`src/rtl/lane_permute_pipe.sv`:
```
// Lane permutation stage with ready/valid flow control.
// Incoming words are split into lanes and reordered at push time by a loadable
// map, a self-advancing rotation or a fixed reversal. The reordered words are
// queued in a small first-word-fall-through FIFO.
module lane_permute_pipe #(
    parameter int LANE_W = 4,
    parameter int LANES  = 4,
    parameter int DEPTH  = 2
) (
    input  logic                                clk,
    input  logic                                arst,
    input  logic [LANES*LANE_W-1:0]             in_data,
    input  logic                                in_valid,
    output logic                                in_ready,
    input  logic [1:0]                          mode,
    input  logic [LANES*$clog2(LANES)-1:0]      map_data,
    input  logic                                map_load,
    output logic [LANES*LANE_W-1:0]             out_data,
    output logic                                out_valid,
    input  logic                                out_ready,
    output logic [$clog2(DEPTH):0]              count
);

    localparam int SEL_W  = $clog2(LANES);
    localparam int PTR_W  = $clog2(DEPTH);
    localparam int CNT_W  = PTR_W + 1;
    localparam int WORD_W = LANES * LANE_W;
    localparam int MAP_W  = LANES * SEL_W;
    localparam logic [CNT_W-1:0] FULL_COUNT = CNT_W'(DEPTH);

    // Field i of the identity map selects source lane i.
    function automatic logic [MAP_W-1:0] identityMap();
        logic [MAP_W-1:0] m;
        m = '0;
        for (int i = 0; i < LANES; i++) begin
            m[i*SEL_W +: SEL_W] = SEL_W'(i);
        end
        return m;
    endfunction

    localparam logic [MAP_W-1:0] MAP_IDENTITY = identityMap();

    logic [SEL_W-1:0]  rot_q, rot_d;
    logic [MAP_W-1:0]  map_q, map_d;
    logic [PTR_W-1:0]  wptr_q, wptr_d;
    logic [PTR_W-1:0]  rptr_q, rptr_d;
    logic [CNT_W-1:0]  count_q, count_d;
    logic [WORD_W-1:0] mem_q [DEPTH];

    logic [LANE_W-1:0] inLane [LANES];
    logic [WORD_W-1:0] permWord;
    logic              push;
    logic              pop;

    // Split the input word into lanes and build the reordered word for the current mode.
    always_comb begin
        logic [SEL_W-1:0] sel;
        permWord = '0;
        sel      = '0;
        for (int i = 0; i < LANES; i++) begin
            inLane[i] = in_data[i*LANE_W +: LANE_W];
        end
        for (int i = 0; i < LANES; i++) begin
            case (mode)
                2'b01:   sel = SEL_W'(i) + rot_q;
                2'b10:   sel = SEL_W'(LANES - 1 - i);
                default: sel = map_q[i*SEL_W +: SEL_W];
            endcase
            permWord[i*LANE_W +: LANE_W] = inLane[sel];
        end
    end

    // Handshake decode and next-state for occupancy, pointers, rotation and map.
    always_comb begin
        in_ready  = (count_q < FULL_COUNT) & ~arst;
        out_valid = (count_q != '0);
        push      = in_valid & in_ready;
        pop       = out_valid & out_ready;
        out_data  = out_valid ? mem_q[rptr_q] : '0;
        count     = count_q;

        count_d = count_q;
        case ({push, pop})
            2'b10:   count_d = count_q + CNT_W'(1);
            2'b01:   count_d = count_q - CNT_W'(1);
            default: count_d = count_q;
        endcase

        wptr_d = push ? wptr_q + PTR_W'(1) : wptr_q;
        rptr_d = pop  ? rptr_q + PTR_W'(1) : rptr_q;

        rot_d = rot_q;
        if (map_load) begin
            rot_d = '0;
        end else if (push && (mode == 2'b01)) begin
            rot_d = rot_q + SEL_W'(1);
        end

        map_d = map_load ? map_data : map_q;
    end

    // Control state register; reset empties the FIFO and restores identity map.
    always_ff @(posedge clk or posedge arst) begin
        if (arst) begin
            count_q <= '0;
            wptr_q  <= '0;
            rptr_q  <= '0;
            rot_q   <= '0;
            map_q   <= MAP_IDENTITY;
        end else begin
            count_q <= count_d;
            wptr_q  <= wptr_d;
            rptr_q  <= rptr_d;
            rot_q   <= rot_d;
            map_q   <= map_d;
        end
    end

    // FIFO storage holds already-permuted words; contents need no reset.
    always_ff @(posedge clk) begin
        if (push) begin
            mem_q[wptr_q] <= permWord;
        end
    end

endmodule

```
`config.mk`:
```
export PLATFORM = sky130hd
export DESIGN_NAME = lane_permute_pipe
export DESIGN_NICKNAME = d
export VERILOG_FILES = /design/src/rtl/lane_permute_pipe.sv
export SDC_FILE = /design/constraint.sdc
export NUM_CORES = 1
export LEC_CHECK = 0
export ABC_AREA = 1
export BUFFER_PORTS_ARGS = -buffer_cell sky130_fd_sc_hd__buf_2
export CAP_MARGIN = 20
export CORE_MARGIN = 1.5
export CORE_UTILIZATION = 30
export DETAILED_ROUTE_END_ITERATION = 8
export SLEW_MARGIN = 5
export SYNTH_ARGS = -nofsm -noshare
export SYNTH_HDL_FRONTEND = slang
export SYNTH_SLANG_ARGS = --single-unit
export TNS_END_PERCENT = 100
```
`constraint.sdc`:
```
create_clock -name clk -period 1.7 [get_ports clk]
set_input_delay 0.085 -clock clk [delete_from_list [all_inputs] [get_ports clk]]
set_output_delay 0.085 -clock clk [all_outputs]
set_load 0.05 [all_outputs]
```
Yosys cells after proc, flatten, opt, wreduce, memory -nomap -nowiden

Memory sizes are Yosys's and may differ from the RTL's.
Index checks and enable logic that the tools add are counted.

Bits in registers: 14
Memory bits (writable): 32
Input bits: 31
Output and inout bits: 20
Memories: 1

Memory list:

| memory | words | width | read ports | clocked after Yosys merged registers in | write ports | RTL line | RTL |
|---|---|---|---|---|---|---|---|
| mem_q  | 2     | 16    | 1          | 0                                       | 1           | 48       | `logic [WORD_W-1:0] mem_q [DEPTH];` |

Add/subtract/negate cells: 7
$lt $le $gt $ge: 5
Equal/unequal tests: 4
Muxes and demuxes: 22
Bitwise logic cells: 8
Reductions and logical operators: 4

Operators with widths:

| cell                                                                | number |
|---|---|
| 4-bit binary-select mux with 2-bit select                           | 4 |
| 4-bit 2-to-1 mux                                                    | 8 |
| 2-bit one-hot mux with 2 select lines                               | 5 |
| 16-bit 2-to-1 mux                                                   | 1 |
| 3-bit >= comparator (second input constant)                         | 4 |
| 2-bit inverter with 3-bit output                                    | 4 |
| 2-bit nonzero test                                                  | 3 |
| 2-bit by 1-bit adder with 2-bit output (second input constant)      | 2 |
| 2-bit adder (first input constant)                                  | 2 |
| 2-bit by 1-bit == test with 1-bit output (second input constant)    | 2 |
| 2-bit == test (second input constant)                               | 2 |
| 2-bit 2-to-1 mux                                                    | 2 |
| 1-bit bitwise AND                                                   | 3 |
| 1-bit adder (second input constant)                                 | 2 |
| 2-bit < comparator (second input constant)                          | 1 |
| 1-bit 2-to-1 mux                                                    | 2 |
| 2-bit by 1-bit subtractor with 2-bit output (second input constant) | 1 |
| 1-bit logical AND                                                   | 1 |
| 1-bit inverter                                                      | 1 |

Longest topological paths before layout

Gate-level depths: netlist of run 1.

Word-level depth: 6
Mapped depth: 10

Worst setup path after synthesis of run 1

OpenSTA, ideal clock, no wires.

Path type: flip-flop to flip-flop
Start: reg count_q[1], in the netlist count[1]
End: mem mem_q[0][0] (netlist name), enable pin
Setup time: 389 ps
Arrival time: 2,401 ps
Required time: 1,311 ps
Slack: -1,089 ps
Stages on the path, launching flop included: 4
Buffers on the path: 0
Period minus slack after synthesis: 2,789 ps
Cells stage by stage: dfrtp_1 -> nor2_1 -> nand2_1 -> nor2_1

Cells in the longest elaborated chain, start to end: 5

RTL lines:

| what                                   | RTL line | RTL |
|---|---|---|
| start, declared                        | 47       | `logic [CNT_W-1:0] count_q, count_d;` |
| start signal, assigned                 | 111      | `count_q <= count_d;` |
| 2-bit < comparator                     | 75       | `in_ready = (count_q < FULL_COUNT) & ~arst;` |
| 1-bit bitwise AND                      | 75       |  |
| named net in_ready                     | 14       | `output logic in_ready,` |
| 1-bit bitwise AND                      | 77       | `push = in_valid & in_ready;` |
| 1-bit 2-to-1 mux                       | 121      | `if (push) begin` |
| 1-bit 2-to-1 mux (implied by the code) | 122      | `mem_q[wptr_q] <= permWord;` |
| end, declared                          | 48       |  |

The timed path passes the listed nets, and every way through them passes these cells.

Worst setup path after layout of run 1

Start: reg rptr_q
End: out out_data[10]

Cells in the longest elaborated chain, start to end: 2

RTL lines:

| what                   | RTL line | RTL |
|---|---|---|
| start, declared        | 46       | `logic [PTR_W-1:0] rptr_q, rptr_d;` |
| start signal, assigned | 113      | `rptr_q <= rptr_d;` |
| memory 2 x 16 bit      | --       |  |
| 16-bit 2-to-1 mux      | 79       | `out_data = out_valid ? mem_q[rptr_q] : '0;` |
| end, declared          | 18       | `output logic [LANES*LANE_W-1:0] out_data,` |

No other way between the ends.

==> results of run 1 <==
==> stage by stage <==
step                      cells  setup slack (ps)  setup TNS (ps)  hold WS, ps  area, um^2
final                       511             81.95               0        19.80        3348
after global routing        511            0.7366               0        50.05        3348
after CTS                   511             31.04               0        17.46        3333
after detailed placement    495             122.6               0        189.8        3141
after global placement      495             139.3               0        176.5        3141
after floorplan             337            -18.59          -415.0       -28.78        2718
==> power groups by stage <==
| stage | clock [mW] | sequential, mW | combinational (mW) |
|---|---|---|---|
| floorplan | 0 | 1.60 | 1.78 |
| global placement | 0 | 1.53 | 2.46 |
| detailed placement | 0 | 1.53 | 2.48 |
| CTS | 0.839 | 1.51 | 2.51 |
| global route | 0.890 | 1.52 | 2.73 |
| finish | 0.829 | 1.50 | 2.52 |
==> critical path: cells and delay by family (launching register included) <==
kind,cells,cell delay [ps]
simple gates,1,60
flops,1,380
compound gates,1,150
buf+inv,3,630
==> cell usage after synthesis, drive strengths merged <==
| cell | instances | area [um^2] |
|---|---|---|
| xnor2 | 2 | 17.52 |
| dfrtp | 10 | 250.2 |
| o21ai | 12 | 63.81 |
| inv | 38 | 145.1 |
| buf | 7 | 56.30 |
| xor2 | 2 | 17.52 |
| nand3 | 54 | 270.3 |
| edfxtp | 32 | 960.9 |
| nand2 | 144 | 586.8 |
| a21oi | 18 | 90.09 |
| dfstp | 4 | 105.1 |
| o22ai | 1 | 6.260 |
| nor2 | 8 | 48.80 |
| clkbuf | 1 | 3.750 |
| ha | 4 | 50.05 |
==> kinds of logic (layout without fill, tap and decap cells) <==
family	Yosys count	after routing	synth area share
AOI/OAI and AO/OA	31	31	0.05993
buffers and inverters	46	112	0.07678
DFF	46	46	0.4925
adders and majority gates	4	4	0.01873
xor gates and xnor gates	4	4	0.01311
and+or+nand+nor	206	206	0.3390
==> final timing paths <==
| kind | cells after the start | slack (ps) | end |
|---|---|---|---|
| setup / recovery | 5 | 80 | out_data[10] |
| hold / removal | 3 | 20 | map_q[1] |
| setup reg to reg | 6 | 220 | count[1] |
| hold reg to reg | 2 | 470 | map_q[7] |
| max in group asynchronous | 3 | 940 | count[1] |
| min in group asynchronous | 3 | 390 | wptr_q |
==> what timing repair did <==
item,CTS,global route
pin swaps,0,0
hold endpoints to repair,17,0
endpoints found under the setup margin,1,10
gates resized for setup,1,5
hold buffers,8,0
==> layout make-up <==
cell class                 instances  share of cell area
tap                              108             0.04036
clock buffer                       6             0.02167
multi-input combinational        245              0.3576
timing repair buffer              66              0.1319
inverter                          38             0.04335
sequential                        46              0.3939
clock inverter                     2             0.01121
==> sequential cells by signal, summed over array words and instances, names as in the netlist <==
register / cells
count: 2
rptr_q: 1
rot_q: 2
map_q: 8
wptr_q: 1
mem_q: 32
==> metal layers <==
layer	up-vias	routed length, um	global-route usage
li1	1221	-	-
met1	1096	3119	0.1989
met2	76	2954	0.2334
met3	6	442	0.02662
met4	0	81	0.04725
met5	-	0	0
==> results.sh, run 1 <==
export IMPL_seq_power_share=0.310
export IMPL_clockRootBuffer="clkbuf_8"
export IMPL_cp_slowest_cell="dfrtp_1"
export IMPL_fmax_mhz=618.0
export IMPL_drive_gt1_frac=0.2308
export IMPL_place_gp_congestion=0.9254
export IMPL_cts_made_buffers=5
export IMPL_clockPowerShare=0.171
export IMPL_fillers=936
export IMPL_fin_util=0.3858
export IMPL_internal_power_mw=2.527
export IMPL_final_cell_mix="nand2_1, nand3_1, buf_2"
export IMPL_clk_pin_slew_ps=90
export IMPL_start_util=0.3080
export IMPL_area_growth_pct=25.28
export IMPL_report_final_slew_viol_count=0
export IMPL_ant_nets=0
export IMPL_postCtsSetupRepairBufs=0
export IMPL_grt_max_degree=19
export IMPL_drt_total_wl_mm=6.597
export IMPL_multi_input_area_um2=1197
export IMPL_critical_path_max_fanout=12
export IMPL_vias_per_cell=4.695
export IMPL_drc_errors=0
export IMPL_num_io_pins=51
export IMPL_syn_area_um2=2673
export IMPL_setup_viol_count_final=0
export IMPL_hp_class="in2reg"
export IMPL_vias=2399
export IMPL_synth_seq_area_share=0.4925
export IMPL_cts_sinks=46
export IMPL_criticalPathCategory="reg2out"
export IMPL_fin_nets=437
export IMPL_drtIter0Drc=249
export IMPL_first_pass_iters=4
export IMPL_fin_crit_sh=0.9518
export IMPL_hold_viol=0
export IMPL_irDropWorstVdd_uv=468.0
export IMPL_totalPowerFinal_mw=4.847
export IMPL_insertion_delay_ps=300
export IMPL_crit_arrival_ps=1530
export IMPL_grt_pass1_vias=2276
export IMPL_die_x_um=97.39
export IMPL_slowest_delay_ps=380
export IMPL_fp_dieH_um=97.39
export IMPL_power_density_nw_per_um2=1448
export IMPL_cap_violations=0
export IMPL_grt_usage=0.1456
export IMPL_r2r_start="count[1]"
export IMPL_netSwitchingFraction=0.4787
export IMPL_htreeDepth=2
export IMPL_min_delay_start="map_data[1]"
export IMPL_startpoint_type="register"
export IMPL_ys_types=26
export IMPL_ys_warn_count=0
export IMPL_n_antenna_cell=0
export IMPL_relSlewSlack=0.6485
export IMPL_combPwrFrac=0.519
export IMPL_clock_path_buffers=2
export IMPL_core_area_um2=8678
export IMPL_rows=34
export IMPL_io_buffers=50
export IMPL_status="finished, final reports clean"
export IMPL_critPathRequiredTime_ps=1620
export IMPL_synth_seq_cells=46
export IMPL_dieArea_um2=9484
export IMPL_skew_ps=9.520
export IMPL_grt_first_pass_wirelength_mm=11.10
export IMPL_seqCellArea_um2=1319
export IMPL_crit_chain="inv_1, buf_6, nand2_1, a21oi_1, buf_2"
export IMPL_synth_area_per_cell_um2=7.930
export IMPL_final_common_cell="nand2_1"
export IMPL_p_switching_mw=2.320
export IMPL_dp_hpwl_mm=5.085
export IMPL_crit_path_start="rptr_q"
export IMPL_leakagePower_nw=1.602
export IMPL_rsz0062_at_grt="no"
export IMPL_period_needed_ps=1618
export IMPL_cts_tree="built"
export IMPL_grt_overflow_total=0
export IMPL_syn_nets=372
export IMPL_crit_path_end_kind="output port"
export IMPL_drt_wirelength_per_cell_um=12.91
export IMPL_antenna_found_initial=0
export IMPL_netlist_instances=337
export IMPL_worstMarginPinSlew_ps=526.6
Note: power is estimated with default switching activity, not from simulation.
==> inputs of run 2 (changes only) <==
--- a/config.mk
+++ b/config.mk
@@ -6,11 +6,11 @@
 export NUM_CORES = 1
 export LEC_CHECK = 0
 export ABC_AREA = 1
-export BUFFER_PORTS_ARGS = -buffer_cell sky130_fd_sc_hd__buf_2
 export CAP_MARGIN = 20
 export CORE_MARGIN = 1.5
 export CORE_UTILIZATION = 30
 export DETAILED_ROUTE_END_ITERATION = 8
+export DONT_BUFFER_PORTS = 1
 export SLEW_MARGIN = 5
 export SYNTH_ARGS = -nofsm -noshare
 export SYNTH_HDL_FRONTEND = slang
==> run 2 against run 1 <==
Die area is the same; first-iteration DRC count is 30% lower; hold slack improved by 3.5 ps; register-to-register slack improved by 40 ps; sequential cell count did not move; wire length increased by 0.38%; maximum frequency is 3.9% higher; global-route usage decreased by 0.23 points; clock power grew 1%; utilization is 0.91 points lower; count of clock-buffer cells in the layout decreased by 1; critical path type unchanged; largest cell class unchanged.
==> results.sh, run 2 (synthesis gave the netlist of run 1 again) <==
export IMPL_insertion_delay_ps=300
export IMPL_largest_register="mem_q"
export IMPL_hp_class="in2reg"
export IMPL_start_util=0.3080
export IMPL_clock_path_buffers=2
export IMPL_worst_hold_slack_ps=23.28
export IMPL_fmax_mhz=642.0
export IMPL_totalPowerFinal_mw=4.946
export IMPL_vias_per_cell=4.755
export IMPL_antenna_found_initial=0
export IMPL_leakagePower_nw=1.519
export IMPL_criticalPathCategory="reg2out"
export IMPL_crit_arrival_ps=1470
export IMPL_relSlewSlack=0.6344
export IMPL_hold_viol=0
export IMPL_drt_total_wl_mm=6.622
export IMPL_worstMarginPinSlew_ps=547.8
export IMPL_area_growth_pct=22.33
export IMPL_largest_reg_flops=32
export IMPL_drt_wirelength_per_cell_um=13.63
export IMPL_rows=34
export IMPL_crit_path_end_kind="output port"
export IMPL_io_buffers=0
export IMPL_die_x_um=97.39
export IMPL_grt_max_degree=19
export IMPL_grt_overflow_total=0
export IMPL_final_area_um2=3269
export IMPL_fin_crit_sh=0.9163
export IMPL_grt_pass1_vias=2198
export IMPL_final_common_cell="nand2_1"
export IMPL_critical_path_max_fanout=13
export IMPL_cts_made_buffers=5
export IMPL_cts_tree="built"
export IMPL_cts_sinks=46
export IMPL_critPathRequiredTime_ps=1620
export IMPL_drive_gt1_frac=0.1720
export IMPL_dieArea_um2=9484
export IMPL_num_io_pins=51
export IMPL_place_gp_congestion=0.9748
export IMPL_fillers=914
export IMPL_period_needed_ps=1558
export IMPL_startpoint_type="register"
export IMPL_first_pass_iters=4
export IMPL_cap_violations=0
export IMPL_htreeDepth=2
export IMPL_clk_pin_slew_ps=90
export IMPL_grt_first_pass_wirelength_mm=10.93
export IMPL_final_cell_mix="nand2_1, nand3_1, inv_1"
export IMPL_slowest_delay_ps=380
export IMPL_report_final_slew_viol_count=0
export IMPL_ant_nets=0
export IMPL_fin_tns_setup_ps=0
export IMPL_vias=2311
export IMPL_clockRootBuffer="clkbuf_8"
export IMPL_fin_nets=412
export IMPL_crit_buf_inv=3
export IMPL_placed_area_um2=3043
export IMPL_drtIter0Drc=174
export IMPL_cp_slowest_cell="dfrtp_1"
export IMPL_rsz0062_at_grt="no"
export IMPL_dp_hpwl_mm=5.040
export IMPL_postCtsSetupRepairBufs=0
export IMPL_drc_errors=0
export IMPL_largestRegisters="mem_q x32, map_q x8"
export IMPL_crit_family="buffers and inverters"
export IMPL_setup_viol_count_final=0
export IMPL_power_density_nw_per_um2=1513
export IMPL_fp_dieH_um=97.39
export IMPL_core_area_um2=8678
export IMPL_n_antenna_cell=0
export IMPL_status="finished, final reports clean"
export IMPL_irDropWorstVdd_uv=396.1
export IMPL_crit_chain="inv_1, buf_6, nand2_1, a21oi_1, buf_4"
export IMPL_skew_ps=2.527
export IMPL_grt_usage=0.1433
## run 2: changes by cell type in the layout (fill, tap and decap cells not counted)
| cell | change |
|---|---|
| a21oi_1 | +1 |
| clkbuf_1 | -1 |
| clkinv_2 | +1 |
| a21oi_2 | -1 |
| buf_12 | -1 |
| inv_6 | +1 |
| buf_2 | -46 |
| clkbuf_4 | -3 |
| dlygate4sd3_1 | +3 |
| buf_4 | +22 |
| clkinvlp_4 | -1 |
## run 2: report_power, final
group / total [mW] / internal [mW] / leakage, nW / switching, mW
clock network: 0.837 / 0.441 / 0.0585 / 0.396
registers: 1.49 / 1.42 / 0.456 / 0.0685
logic: 2.62 / 0.773 / 1.00 / 1.85
## run 2: per-stage QoR
step             util  setup slack [ps]  cells
5_1_grt        0.3767             34.88    486
6_report       0.3767             142.3    486
4_1_cts        0.3763             71.63    486
2_1_floorplan       -            -18.59    337
3_5_place_dp   0.3506             55.86    467
3_3_place_gp   0.3506             90.19    467
## run 2: area by class of cell
cell class	instances	area [um^2]	area share
Tap cell	108	135.1	0.04133
Sequential cell	46	1319	0.4034
Clock buffer	5	68.82	0.02105
Multi-Input combinational cell	245	1194	0.3651
Clock inverter	3	43.79	0.01339
Inverter	38	145.1	0.04439
Timing Repair Buffer	41	364.1	0.1114
## run 2: routing by layer
metal	wire length, um	part of all wire	global-route usage
met5	0	0	0
met4	82	0.012	0.04615
met3	630	0.095	0.05612
met2	2933	0.44	0.2233
met1	2975	0.45	0.1826
## run 2: final timing paths
| kind | startpoint | to | slack, ps | cells after the start |
|---|---|---|---|---|
| worst max-delay path | rptr_q | out_data[4] | 140 | 5 |
| worst min-delay path | arst | wptr_q | 20 | 3 |
| worst max register to register | rot_q[0] | mem_q[1][15] | 260 | 8 |
| worst min register to register | map_q[7] | map_q[7] | 460 | 2 |
| max in group asynchronous | arst | count[0] | 1040 | 2 |
| min in group asynchronous | arst | rot_q[0] | 280 | 2 |
## run 2: tightest hold or removal path: stages
cell and delay (ps):
nor2_4 20, nand2_4 110, xor2_1 80
## run 2: what timing repair did
action	CTS	global route
hold endpoints to repair	19	0
hold buffers	11	0
resized for setup	0	1
setup endpoints to repair	0	1
